<file path="config.mk">
export PLATFORM = sky130hd
export DESIGN_NAME = branch_predictor_unit
export DESIGN_NICKNAME = d
export VERILOG_FILES = /design/src/rtl/branch_predictor_unit.sv
export SDC_FILE = /design/constraint.sdc
export NUM_CORES = 1
export LEC_CHECK = 0
export CAP_MARGIN = 40
export CORE_MARGIN = 3
export CORE_UTILIZATION = 40
export DETAILED_ROUTE_END_ITERATION = 6
export GPL_ROUTABILITY_DRIVEN = 0
export GPL_TIMING_DRIVEN = 0
export HOLD_SLACK_MARGIN = 0.1
export PLACE_DENSITY = 0.68
export SYNTH_ARGS = -nofsm -noshare
export SYNTH_HDL_FRONTEND = slang
export SYNTH_SLANG_ARGS = --single-unit
</file>
<file path="constraint.sdc">
create_clock -name clk -period 8.4 [get_ports clk]
set_clock_uncertainty 0.05 [all_clocks]
set_input_delay 1.26 -clock clk [delete_from_list [all_inputs] [get_ports clk]]
set_output_delay 1.26 -clock clk [all_outputs]
set_load 0.1 [all_outputs]
</file>
<file path="src/rtl/branch_predictor_unit.sv">
// rtl/branch_predictor_unit.sv - FETCH-stage dynamic branch predictor (2-bit BHT + tagged BTB)
//
// Purpose:
//   Direct-mapped table of 2-bit saturating counters (BHT) and a tagged
//   branch target buffer (BTB). The lookup is combinational on PC_curr so the
//   fetch PC mux can use it in the same cycle. Updates arrive from DECODE
//   when a branch resolves. Also keeps two saturating debug counters:
//   total branch updates and mispredicted updates.
//
// Ports:
//   clk               in   1   clock, all state updates on posedge
//   rst_n             in   1   synchronous active-low reset
//   PC_curr           in   16  lookup address (instruction being fetched)
//   IF_ID_PC_curr     in   16  update address (branch resolving in DECODE)
//   IF_ID_prediction  in   2   counter value read when that branch was fetched
//   actual_taken      in   1   resolved direction
//   actual_target     in   16  resolved target
//   wen_BHT           in   1   write counter at IF_ID_PC_curr index
//   wen_BTB           in   1   write target/tag/valid at IF_ID_PC_curr index
//   mispredicted      in   1   counted in mispredict_count when wen_BHT is set
//   prediction        out  2   counter at PC_curr index, 00 on miss
//   predicted_taken   out  1   hit & prediction[1]
//   predicted_target  out  16  BTB target on hit, 0x0000 on miss
//   hit               out  1   entry valid and tag matches PC_curr
//   branch_count      out  16  saturating count of wen_BHT updates
//   mispredict_count  out  16  saturating count of wen_BHT & mispredicted

module branch_predictor_unit #(
  parameter int INDEX_BITS = 3
) (
  input  logic        clk,
  input  logic        rst_n,
  input  logic [15:0] PC_curr,
  input  logic [15:0] IF_ID_PC_curr,
  input  logic [1:0]  IF_ID_prediction,
  input  logic        actual_taken,
  input  logic [15:0] actual_target,
  input  logic        wen_BHT,
  input  logic        wen_BTB,
  input  logic        mispredicted,
  output logic [1:0]  prediction,
  output logic        predicted_taken,
  output logic [15:0] predicted_target,
  output logic        hit,
  output logic [15:0] branch_count,
  output logic [15:0] mispredict_count
);

  localparam int TAG_BITS = 15 - INDEX_BITS;
  localparam int ENTRIES  = 1 << INDEX_BITS;

  // Table storage, flops only.
  logic                valid_q   [ENTRIES];
  logic [TAG_BITS-1:0] tag_q     [ENTRIES];
  logic [15:0]         target_q  [ENTRIES];
  logic [1:0]          counter_q [ENTRIES];

  // Address split. PC[0] is never used: instructions are halfword aligned.
  logic [INDEX_BITS-1:0] rd_idx;
  logic [TAG_BITS-1:0]   rd_tag;
  logic [INDEX_BITS-1:0] wr_idx;
  logic [TAG_BITS-1:0]   wr_tag;

  assign rd_idx = PC_curr[INDEX_BITS:1];
  assign rd_tag = PC_curr[15:INDEX_BITS+1];
  assign wr_idx = IF_ID_PC_curr[INDEX_BITS:1];
  assign wr_tag = IF_ID_PC_curr[15:INDEX_BITS+1];

  logic unused_pc_lsb;
  assign unused_pc_lsb = PC_curr[0] ^ IF_ID_PC_curr[0];

  // Next counter value is derived from the counter that travelled down the
  // pipeline with the branch, not from a fresh table read.
  logic [1:0] next_counter;

  always_comb begin
    next_counter = IF_ID_prediction;
    if (actual_taken) begin
      if (IF_ID_prediction != 2'b11) begin
        next_counter = IF_ID_prediction + 2'b01;
      end
    end else begin
      if (IF_ID_prediction != 2'b00) begin
        next_counter = IF_ID_prediction - 2'b01;
      end
    end
  end

  // Lookup: no bypass from the write port, so a same-cycle update to the
  // looked-up entry becomes visible only after the clock edge.
  logic        rd_valid;
  logic [1:0]  rd_counter;
  logic [15:0] rd_target;
  logic        rd_tag_match;

  always_comb begin
    rd_valid     = valid_q[rd_idx];
    rd_counter   = counter_q[rd_idx];
    rd_target    = target_q[rd_idx];
    rd_tag_match = (tag_q[rd_idx] == rd_tag);
  end

  always_comb begin
    hit              = rd_valid && rd_tag_match;
    prediction       = hit ? rd_counter : 2'b00;
    predicted_target = hit ? rd_target : 16'h0000;
    predicted_taken  = hit && rd_counter[1];
  end

  // BTB: target, tag and valid are written only by wen_BTB, so a counter
  // write to an aliased entry leaves ownership unchanged.
  always_ff @(posedge clk) begin
    if (!rst_n) begin
      for (int i = 0; i < ENTRIES; i++) begin
        valid_q[i]  <= 1'b0;
        tag_q[i]    <= '0;
        target_q[i] <= 16'h0000;
      end
    end else if (wen_BTB) begin
      valid_q[wr_idx]  <= 1'b1;
      tag_q[wr_idx]    <= wr_tag;
      target_q[wr_idx] <= actual_target;
    end
  end

  // BHT counters.
  always_ff @(posedge clk) begin
    if (!rst_n) begin
      for (int i = 0; i < ENTRIES; i++) begin
        counter_q[i] <= 2'b00;
      end
    end else if (wen_BHT) begin
      counter_q[wr_idx] <= next_counter;
    end
  end

  // Debug statistics, both hold at all-ones.
  always_ff @(posedge clk) begin
    if (!rst_n) begin
      branch_count     <= 16'h0000;
      mispredict_count <= 16'h0000;
    end else if (wen_BHT) begin
      if (branch_count != 16'hFFFF) begin
        branch_count <= branch_count + 16'h0001;
      end
      if (mispredicted && (mispredict_count != 16'hFFFF)) begin
        mispredict_count <= mispredict_count + 16'h0001;
      end
    end
  end

endmodule

</file>
* Word level (Yosys, flattened, before mapping)
Memories as Yosys holds them, arrays and structs flattened. Cells that the tools add are included.
Operators by class: $add $sub $neg 4, $mul 0, divide/modulo/power cells 0, order comparisons 0, equality and inequality tests 4, shifts and indexed selects 0, mux-type cells 24, bitwise logic cells 0, reductions and logical operators 10
Operators with widths (number):
- $add A16 B1 Y16 const B | 2
- $mux W16 | 2
- $ne A16 B16 Y1 const B | 2
- $reduce_or A16 Y1 | 1
- $eq A12 B12 Y1 | 1
- $mux W1 | 12
- $mux W12 | 1
- $mux W3 | 4
- $reduce_or A12 Y1 | 1
- $mux W2 | 5
- $reduce_and A2 Y1 | 2
- $logic_and A1 B1 Y1 | 3
- $add A2 B1 Y2 const B | 1
- $ne A2 B2 Y1 const B | 1
- $reduce_bool A2 Y1 | 1
- $reduce_or A2 Y1 | 1
- $sub A2 B1 Y2 const B | 1
- $reduce_or A1 Y1 | 1
Word-level totals: register bits after elaboration 32, latch bits 0, memory bits (writable) 248, memory bits (read-only) 0, output and inout port bits 52, logic and storage cells 48, memories kept 4
Memory list:
- target_q | words 8, width 16, rd ports 1, clocked after Yosys merged registers in 0, write ports 8, RTL line 55 | logic [15:0] target_q [ENTRIES];
- tag_q | words 8, width 12, rd ports 1, clocked after Yosys merged registers in 0, write ports 8, RTL line 54 | logic [TAG_BITS-1:0] tag_q [ENTRIES];
- counter_q | words 8, width 2, rd ports 1, clocked after Yosys merged registers in 0, write ports 8, RTL line 56 | logic [1:0] counter_q [ENTRIES];
- valid_q | words 8, width 1, rd ports 1, clocked after Yosys merged registers in 0, write ports 8, RTL line 53 | logic valid_q [ENTRIES];

* Depth between registers and ports, before layout
word-level depth 5, mapped depth 10, mapped depth without buffers 7

* Worst setup path before layout
OpenSTA, ideal clock, no wires.
kind input to output, start in PC_curr[1], end out prediction[1], arrival 5.283 ns, data required time 7.090 ns, slack 1.807 ns, stages on the path 8, buffers on the path 2, path through buf_6 -> mux2i_1 -> mux4_1 -> xnor2_1 -> a211oi_2 -> nand4_4 -> nor3_1 -> buf_4
Between the ends: longest elaborated chain between the ends 4, elaborated cells on any way between the ends 6, those cells by class 1 x eq/ne; 1 x mux; 1 x reduce/logical; 3 x memory
RTL lines:
- start: declaration | RTL line 33 | input logic [15:0] PC_curr,
- $mem_v2 Z8 W12
- $eq A12 B12 Y1 | RTL line 100 | rd_tag_match = (tag_q[rd_idx] == rd_tag);
- $logic_and A1 B1 Y1 | RTL line 104 | hit = rd_valid && rd_tag_match;
- $mux W2 (*) | RTL line 105 | prediction = hit ? rd_counter : 2'b00;
- end: declaration | RTL line 41 | output logic [1:0] prediction,
Mark *: on every way between the ends. The rest lies on a longest branch, timed or not.

* Worst setup path in the final report
start in PC_curr[2], end out prediction[1]
The elaborated chain is that of the path after synthesis.

==> impl_metrics.ini <==
[global_routing]
grt_pass1_wl_um = 50540
antenna_found_initial = 1
grt_max_degree = 21
grt_pass1_vias = 8625
grt_usage_pct = 18.81
gr-total-overflow = 0

[finish]
drive_above_1_share_pct = 18.26
fin_area_um2 = 16780
num-nets-final = 1173
area_growth_pct = 28.68

[synth]
synth_compound_area_share_pct = 2.889
synth_ff_type = edfxtp_1
synthesis.area_um2 = 13040
synthDistinctLibCells = 55
synthMuxAreaShare_pct = 12.63
synth_edf_count = 240
async_flop_share_pct = 0
synth_top_family_by_area = simple AND/OR/NAND/NOR gates
ys_warn_count = 0
synth.net_count = 979
synth_xor_area_share_pct = 2.409
synthSimpleGateAreaFrac_pct = 17.77
synthAdderAreaFrac_pct = 0.3455
synth.avg_cell_area_um2 = 14.16
syn_inst = 921
yosysSeqAreaShare_pct = 61.42
synth.ff_latch_count = 280

[die]
initial_utilization_pct = 41.00
die-area_um2 = 34800
row_count = 65
core_um2 = 31800
die_w_um = 186.5
die_h_um = 186.5
io_pins = 108

[drt]
drt_iter0_drc = 649
remaining_drc_errors = 0
dr.pass1.iters = 5
route.detailed.wl_per_inst_um = 20.86
viasPerCell = 5.210
drt_wl_total_um = 32860
via_count = 8206
drtAntennaViolNets = 0

[power]
leakage_nw = 6.003
powerDensity_nw_per_um2 = 196.4
ir_drop_mv = 0.1530

[timing]
rsz0062_at_grt = false
setup_violations = 0
worstMarginPinSlew_ns = 0.8862
min_period_ns = 5.829
max_slew_margin_pct = 40.92
fin_tns_setup_ns = 0
hold_viol = 0
finalCritPeriodShare_pct = 69.39
fmax_ghz = 0.1716
drv_slew = 0
whs_ns = 0.4078
fin_ws_ns = 2.571

[run_status]
outcome = finished, final reports clean

[placement]
dp_hpwl_um = 21670
place_area_um2 = 15710
post-place-ws_ns = 2.630
io_buffers = 101

[clocking]
root_buffer = clkbuf_16
cts_made_buffers = 30
ctsLongestPathBuffers = 3
post_cts_resize_count = 0
tritoncts = built
cts.clk_slew.worst_paths_ns = 0.06
cts_hold_buf = 0
postCtsSetupBuffers = 0
clock_latency_ns = 0.56
cts.sinks = 280
h-tree-depth = 1

[hold_path]
hp-class = flop to flop

[critical_path]
crit_path_max_incr_delay_ns = 0.62
r2r_cells = 6
timing.rr.start = mispredict_count[6]
cp-start-kind = primary input
worstSetupPathType = primary input to output port
reg2reg_to = mispredict_count[13]
worst-path-buf-inv = 8
endpoint = prediction[1]
regToRegSetupSlack_ns = 6.27
cp_common_cell = buf_6
cp-end-kind = output port
critPathArrivalTime_ns = 4.52
cp_top_family = buffers and inverters
cp.depth = 11
path_cells = buf_6, buf_6, buf_6, buf_2, clkbuf_1, mux4_2, mux2i_1, nor3_1, buf_4, clkdlybuf4s50_1, buf_8
crit_start = PC_curr[2]
crit_path_max_fanout = 10
cp_data_required_time_ns = 7.09
crit_path_top_delay_cell = clkbuf_1

[flow_run]
drv_cap = 0
-- registers in the layout, indices dropped and copies added, names as in the netlist --
register          flops
tag_q                96
counter_q            16
mispredict_count     16
target_q            128
branch_count         16
valid_q               8
-- layer usage --
| metal | vias to the layer above | wire (um) | GRT usage [%] |
|---|---|---|---|
| met2 | 286 | 15810 | 31.50 |
| li1 | 3750 | - | - |
| met4 | 0 | 1005 | 5.350 |
| met1 | 4097 | 13870 | 25.42 |
| met5 | - | 0 | 0 |
| met3 | 73 | 2168 | 3.325 |
-- synthesized netlist by cell type (3+ instances only) --
| cell | instances | area (um2) |
|---|---|---|
| mux4_2 | 45 | 1013 |
| nor3_1 | 14 | 70.07 |
| o22ai_1 | 3 | 18.77 |
| edfxtp_1 | 240 | 7207 |
| mux2i_1 | 49 | 490.5 |
| clkbuf_1 | 39 | 146.4 |
| mux2_1 | 3 | 33.78 |
| nor2_1 | 32 | 120.1 |
| nand2_1 | 18 | 67.56 |
| mux2_2 | 5 | 56.30 |
| nand3_1 | 14 | 70.07 |
| inv_1 | 5 | 18.77 |
| buf_2 | 6 | 30.03 |
| nor3_2 | 9 | 90.09 |
| nand4_1 | 14 | 87.58 |
| buf_4 | 5 | 37.54 |
| dfxtp_1 | 40 | 800.8 |
| nor3b_1 | 3 | 22.52 |
| a21o_1 | 9 | 67.56 |
| nand2b_1 | 4 | 25.02 |
| a31oi_1 | 3 | 18.77 |
| nor2b_1 | 16 | 100.1 |
| o21ai_0 | 18 | 90.09 |
| buf_6 | 6 | 67.56 |
| and3_1 | 4 | 25.02 |
| xnor2_1 | 19 | 166.4 |
| xor2_1 | 15 | 131.4 |
| and2_1 | 244 | 1526 |
-- where the power goes --
group,switching (mW),internal [mW],leakage [nW]
Sequential,0.0208,1.59,2.62
Combinational,0.158,0.128,2.86
Clock,0.562,0.840,0.516
Total,0.741,2.55,6.00
-- worst min path at each step --
stage	end	cells after the start	start	slack [ns]
final	valid_q[7]	1	valid_q[7]	0.41
after global routing	valid_q[5]	1	valid_q[5]	0.43
after CTS	valid_q[7]	1	valid_q[7]	0.41
after detailed placement	valid_q[7]	1	valid_q[7]	0.39
after global placement	valid_q[7]	1	valid_q[7]	0.38
after floorplan	valid_q[2]	1	valid_q[2]	0.37
-- final cells by class --
class                           count  area (um2)
Fill cell                        2575       15020
Clock inverter                     19       255.2
Tap cell                          435       544.3
Antenna cell                        1       2.502
Timing Repair Buffer              162        2041
Clock buffer                       37       807.0
Sequential cell                   280        8008
Multi-Input combinational cell    578        4790
Buffer                             58       311.5
Inverter                            5       18.77
-- metrics by stage --
step	util, %	total power [mW]	instances
finish	52.76	3.294	1575
global route	52.76	3.393	1575
CTS	52.75	3.315	1574
detailed placement	49.41	1.923	1518
global placement	45.89	1.900	1457
floorplan	-	1.798	921
-- cell families after synthesis --
| family | after synthesis |
|---|---|
| muxes | 104 |
| AOI/OAI and AO/OA | 52 |
| adders and majority gates | 4 |
| DFF | 280 |
| and+or+nand+nor | 383 |
| xor gates and xnor gates | 35 |
| buffers and inverters | 63 |
-- placed cells by master (no fill, tap or decap), drive strengths merged, types with 2 or more instances in the layout --
cell,instances
and2,244
edfxtp,240
clkdlybuf4s50,101
buf,80
clkbuf,76
mux2i,49
mux4,47
dfxtp,40
nor2,32
nor3,23
xnor2,19
nand2,18
o21ai,18
nor2b,16
xor2,16
nand4,16
nand3,15
clkinv,10
a21o,9
mux2,8
inv,6
bufinv,5
nand2b,4
and3,4
o22ai,3
nor3b,3
a31oi,3
clkinvlp,3
a22oi,3
a221oi,3
a2bb2oi,2
a211oi,2
nand3b,2
and4,2
a21oi,2
maj3,2
ha,2
No activity file was read; power rests on OpenSTA's default activity.
